### config.mk
export PLATFORM = sky130hd
export DESIGN_NAME = latch_bank_ctrl
export DESIGN_NICKNAME = d
export VERILOG_FILES = /design/src/rtl/latch_bank_ctrl_pkg.sv /design/src/rtl/latch_bank_ctrl_rr_arbiter.sv /design/src/rtl/latch_bank_ctrl.sv
export SDC_FILE = /design/constraint.sdc
export NUM_CORES = 1
export LEC_CHECK = 0
export CORE_UTILIZATION = 40
export DETAILED_ROUTE_END_ITERATION = 12
export PLACE_DENSITY = 0.86
export SETUP_SLACK_MARGIN = 0.4
export SYNTH_ARGS = -nofsm -noshare
export SYNTH_HDL_FRONTEND = slang
export SYNTH_SLANG_ARGS = --single-unit
### constraint.sdc
create_clock -name clk -period 1.4 [get_ports clk]
set_input_delay 0.14 -clock clk [delete_from_list [all_inputs] [get_ports clk]]
set_output_delay 0.14 -clock clk [all_outputs]
set_load 0.005 [all_outputs]
### src/rtl/latch_bank_ctrl_pkg.sv
// rtl/latch_bank_ctrl_pkg.sv - shared types and constants for the latch bank write controller
package latch_bank_ctrl_pkg;

  // Width of the enable-phase cycle counter (EN_CYCLES up to 15)
  localparam int CNT_W = 4;

  // Controller state, held in a 2-bit register
  typedef enum logic [1:0] {
    ST_IDLE   = 2'd0,
    ST_SETUP  = 2'd1,
    ST_ENABLE = 2'd2,
    ST_HOLD   = 2'd3
  } state_t;

  // Index width for a set of n items, never narrower than one bit
  function automatic int idx_width(input int n);
    return (n > 1) ? $clog2(n) : 1;
  endfunction

endpackage

### src/rtl/latch_bank_ctrl_rr_arbiter.sv
// rtl/latch_bank_ctrl_rr_arbiter.sv - combinational round-robin pick starting at a pointer
module rr_arbiter
  import latch_bank_ctrl_pkg::*;
#(
  parameter int NREQ = 4,
  localparam int IW = idx_width(NREQ)
) (
  input  logic [NREQ-1:0] req_masked,
  input  logic [IW-1:0]   rr_ptr,
  output logic            gnt_valid,
  output logic [IW-1:0]   gnt_idx
);

  logic [IW-1:0] w_j;

  // Scan from rr_ptr upward, wrapping, and take the first eligible requester
  always_comb begin
    gnt_valid = 1'b0;
    gnt_idx   = '0;
    w_j       = '0;
    for (int i = 0; i < NREQ; i++) begin
      w_j = IW'((int'(rr_ptr) + i) % NREQ);
      if (!gnt_valid && req_masked[w_j]) begin
        gnt_valid = 1'b1;
        gnt_idx   = w_j;
      end
    end
  end

endmodule

### src/rtl/latch_bank_ctrl.sv
// rtl/latch_bank_ctrl.sv - round-robin write sequencer for a bank of shared-bus D latches
module latch_bank_ctrl
  import latch_bank_ctrl_pkg::*;
#(
  parameter int NREQ      = 4,
  parameter int NLATCH    = 8,
  parameter int DW        = 8,
  parameter int EN_CYCLES = 1,
  localparam int AW = idx_width(NLATCH),
  localparam int IW = idx_width(NREQ)
) (
  input  logic                 clk,
  input  logic                 rst,
  input  logic [NREQ-1:0]      req,
  input  logic [NREQ*AW-1:0]   req_addr,
  input  logic [NREQ*DW-1:0]   req_data,
  output logic [NREQ-1:0]      ack,
  output logic                 err,
  output logic [DW-1:0]        latch_d,
  output logic [NLATCH-1:0]    latch_en,
  output logic                 busy
);

  state_t            r_state;
  state_t            w_state_next;
  logic [CNT_W-1:0]  r_cnt;
  logic [IW-1:0]     r_rr_ptr;
  logic [IW-1:0]     r_gnt_idx;
  logic [NREQ-1:0]   r_mask;
  logic [AW-1:0]     r_addr;

  logic [NREQ-1:0]   w_req_masked;
  logic              w_gnt_valid;
  logic [IW-1:0]     w_gnt_idx;
  logic              w_grant;
  logic              w_addr_ok;
  logic [NLATCH-1:0] w_en_onehot;
  logic [NREQ-1:0]   w_gnt_onehot;

  // The requester just served is blocked for one IDLE cycle so a late req drop is not re-granted
  assign w_req_masked = req & ~r_mask;
  assign w_grant      = (r_state == ST_IDLE) && w_gnt_valid;
  assign w_addr_ok    = {1'b0, r_addr} < (AW+1)'(NLATCH);
  assign w_en_onehot  = w_addr_ok ? (NLATCH'(1) << r_addr) : '0;
  assign w_gnt_onehot = NREQ'(1) << r_gnt_idx;

  rr_arbiter #(.NREQ(NREQ)) u_arb (
    .req_masked (w_req_masked),
    .rr_ptr     (r_rr_ptr),
    .gnt_valid  (w_gnt_valid),
    .gnt_idx    (w_gnt_idx)
  );

  // State register
  always_ff @(posedge clk or posedge rst) begin
    if (rst) r_state <= ST_IDLE;
    else     r_state <= w_state_next;
  end

  // Next-state: setup one cycle, enable EN_CYCLES cycles, hold one cycle
  always_comb begin
    w_state_next = r_state;
    case (r_state)
      ST_IDLE:   if (w_gnt_valid) w_state_next = ST_SETUP;
      ST_SETUP:  w_state_next = ST_ENABLE;
      ST_ENABLE: if (r_cnt == CNT_W'(EN_CYCLES - 1)) w_state_next = ST_HOLD;
      ST_HOLD:   w_state_next = ST_IDLE;
      default:   w_state_next = ST_IDLE;
    endcase
  end

  // Counts cycles spent in ENABLE; cleared everywhere else so each enable phase starts at 0
  always_ff @(posedge clk or posedge rst) begin
    if (rst)                       r_cnt <= '0;
    else if (r_state != ST_ENABLE) r_cnt <= '0;
    else                           r_cnt <= r_cnt + CNT_W'(1);
  end

  // Grant capture and round-robin pointer advance; address and data are frozen for the transaction
  always_ff @(posedge clk or posedge rst) begin
    if (rst) begin
      r_rr_ptr  <= '0;
      r_gnt_idx <= '0;
      r_addr    <= '0;
    end else if (w_grant) begin
      r_gnt_idx <= w_gnt_idx;
      r_addr    <= req_addr[w_gnt_idx*AW +: AW];
      r_rr_ptr  <= (w_gnt_idx == IW'(NREQ - 1)) ? '0 : w_gnt_idx + IW'(1);
    end
  end

  // Mask is live only in the IDLE cycle right after HOLD
  always_ff @(posedge clk or posedge rst) begin
    if (rst) r_mask <= '0;
    else     r_mask <= (r_state == ST_HOLD) ? w_gnt_onehot : '0;
  end

  // Registered outputs, decoded from the state being entered
  always_ff @(posedge clk or posedge rst) begin
    if (rst) begin
      latch_d  <= '0;
      latch_en <= '0;
      ack      <= '0;
      err      <= 1'b0;
      busy     <= 1'b0;
    end else begin
      if (w_grant) latch_d <= req_data[w_gnt_idx*DW +: DW];
      latch_en <= (w_state_next == ST_ENABLE) ? w_en_onehot : '0;
      ack      <= (w_state_next == ST_HOLD) ? w_gnt_onehot : '0;
      err      <= (w_state_next == ST_HOLD) && !w_addr_ok;
      busy     <= (w_state_next != ST_IDLE);
    end
  end

endmodule
==> flow_metrics.py <==
metrics = {
    "power": {
        "ir_drop_mv": 1.33,
        "power_leakage_nw": 1.51,
        "power.total_mw": 6.82,
        "powerDensity_nw_per_um2": 2070,
    },
    "critical_path": {
        "critPathSlowestCell": "dfrtp_1",
        "arrival_ns": 1.78,
        "cp-start-kind": "flop",
        "ff2ff_path_depth": 7,
        "path_cells": "inv_2, ha_4, nor4b_4, o21ai_2, buf_6, nand4_1, nor3b_1",
        "crit_type": "flop to flop",
        "crit_required_ns": 1.61,
        "slowest_delay_ns": 0.42,
        "r2r_slack_ns": -0.18,
        "crit-reg2reg-launch": "r_state[1]",
        "crit_start": "r_state[1]",
        "cp_top_family": "simple AND/OR/NAND/NOR gates",
        "end_kind": "flop",
        "path_buf_inv": 2,
        "cp_max_fo": 4,
        "worstReg2RegEnd": "latch_en[3]",
    },
    "cells_and_area": {
        "multi_input_area_sq_um": 1190,
        "syn2layout_area_growth_pct": 69.7,
        "area.sequential_sq_um": 953,
        "antennaDiodeCount": 0,
        "fillers": 301,
        "layout.nets": 326,
        "drive_above_1_share_pct": 45.8,
        "post-route-util_pct": 73.1,
    },
    "global_routing": {
        "grt_max_degree": 24,
        "grt_usage_pct": 21.7,
        "grt_pass1_vias": 1806,
        "grt-ovfl-total": 0,
        "grt_first_pass_wirelength_um": 8290,
        "antenna_found_initial": 0,
    },
    "sta": {
        "setup_ws_ns": -0.177,
        "rsz0062_at_grt": "yes",
        "finalHoldViolCount": 0,
        "fin_tns_setup_ns": -2.59,
        "period_minus_slack_ns": 1.58,
        "setup_viol": 26,
        "fmax_mhz": 634,
        "fin_crit_sh_pct": 113,
        "slew_violations": 0,
        "skew_ns": 0.0119,
        "hold_ws_ns": 0.181,
    },
    "routing": {
        "postRouteAntennaNets": 0,
        "drcViolationCount": 0,
        "post_drt_wl_per_cell_um": 16.6,
        "totalWireLength_um": 5380,
        "via_per_inst": 5.29,
        "vias": 1708,
        "first_pass_iters": 4,
        "drt_iter0_drc": 53,
    },
    "die": {
        "die_width_um": 71.7,
        "io_pins": 72,
        "fp.coreArea_sq_um": 4500,
        "initial_core_util_pct": 43.1,
        "die_area_sq_um": 5130,
        "die_h_um": 71.7,
        "rows": 24,
    },
    "synth": {
        "netlist_area_sq_um": 1940,
        "synthTopCellsByCount": "38 x dfrtp_1, 22 x mux2i_1, 21 x nand2_1",
        "ys_async_sr_fraction_pct": 100,
        "yosysTopAreaCellShare_pct": 49.0,
        "synth_seq_area_share_pct": 49.0,
        "synth_cell_type_count": 44,
        "synthMostInstantiatedCell": "dfrtp_1",
        "synth-seq-cells": 38,
        "syn-num-nets": 225,
        "synth_edf_count": 0,
        "avgSynthCellArea_sq_um": 11.5,
        "syn_inst": 169,
        "ys_warn_count": 0,
        "synthTopCellsByArea": "dfrtp_1 49%, mux2i_1 11%, o221ai_1 5.0%",
        "synth_ff_type": "dfrtp_1",
        "yosysTopAreaCell": "dfrtp_1",
    },
    "place": {
        "place.gp.congestion": 0.798,
        "port_buffers": 70,
        "hpwlAfterDp_um": 3550,
        "pre_cts_slack_ns": -0.374,
    },
    "cts": {
        "cts-root-buf": "clkbuf_8",
        "clk_pin_slew_ns": 0.08,
        "cts_tree": "built",
        "clkSinkCount": 38,
        "cts_buffers": 5,
        "clockBufferDepth": 2,
        "ctsHoldBuffers": 0,
        "clk_latency_ns": 0.30,
        "h-tree-depth": 2,
    },
    "outcome": {
        "status": "finished, violations left",
        "failed_checks": "setup timing",
    },
    "worst_hold_path": {
        "hold_path.class": "primary input to async pin",
    },
    "job": {
        "max-cap-violations": 0,
    },
}
==> state kept, by name, summed over array words and instances (netlist names) <==
signal and count:
r_gnt_idx 2, r_addr 3, latch_d 8, r_cnt 4, r_mask 4, busy 1
latch_en 8, r_rr_ptr 2, r_state 2, ack 4
==> worst max-delay path by stage <==
stage | end | slack [ns] | cells after the start
after floorplan | ack[1] | -0.07 | 7
after global placement | latch_d[1] | -0.36 | 7
after detailed placement | latch_en[5] | -0.37 | 6
after CTS | latch_d[7] | -0.14 | 7
after global routing | latch_en[5] | -0.25 | 7
final | latch_en[3] | -0.18 | 7
==> cells in the final DEF (no fill, tap or decap), types with 4 or more instances in the layout <==
master           count
dfrtp_1             36
nand2_1             19
o221ai_2             8
mux2i_1             18
buf_2               19
buf_6               16
buf_12               4
buf_4               11
ha_4                 4
nor3b_2              6
clkbuf_8             5
clkdlybuf4s50_1     49
==> metal layers <==
| metal | vias to the layer above | global-route usage, % | wire length, um |
|---|---|---|---|
| met5 | - | 0 | 0 |
| met4 | 0 | 11.5 | 117 |
| met3 | 9 | 5.77 | 299 |
| met2 | 57 | 37.0 | 2830 |
| met1 | 841 | 24.8 | 2130 |
| li1 | 801 | - | - |
==> cell type report <==
type | instances | area share, %
multi-input cells | 116 | 36.2
inverters | 8 | 1.06
clock inverters | 3 | 1.22
well taps | 52 | 1.98
repair buffers | 101 | 28.5
clock buffers | 5 | 2.09
flip-flops and latches | 38 | 29.0
==> metrics by stage <==
step,cells,area (sq um)
after detailed placement,300,2900
after floorplan,169,2030
final,323,3290
after CTS,317,3170
after global routing,323,3290
after global placement,300,2900
==> cells by family after synthesis <==
family,share of synthesized area [%]
and+or+nand+nor,18.4
buffers and inverters,4.51
muxes,11.9
adders and majority gates,3.87
xor gates and xnor gates,1.35
other,0.193
DFF,49.0
AOI/OAI and AO/OA,10.7
==> what timing repair did <==
item                       4_1_cts  5_1_grt
buffers inserted                 8        5
setup endpoints to repair       59       40
pin swaps                       11        6
gates cloned                     1        1
resized for setup              120       25
==> report_power, final <==
group / total [mW] / switching, mW / internal (mW)
clock network: 0.905 / 0.381 / 0.524
registers: 1.85 / 0.360 / 1.49
logic: 4.06 / 1.80 / 2.25
total: 6.82 / 2.55 / 4.27
Power figures use the tool's default switching activity.
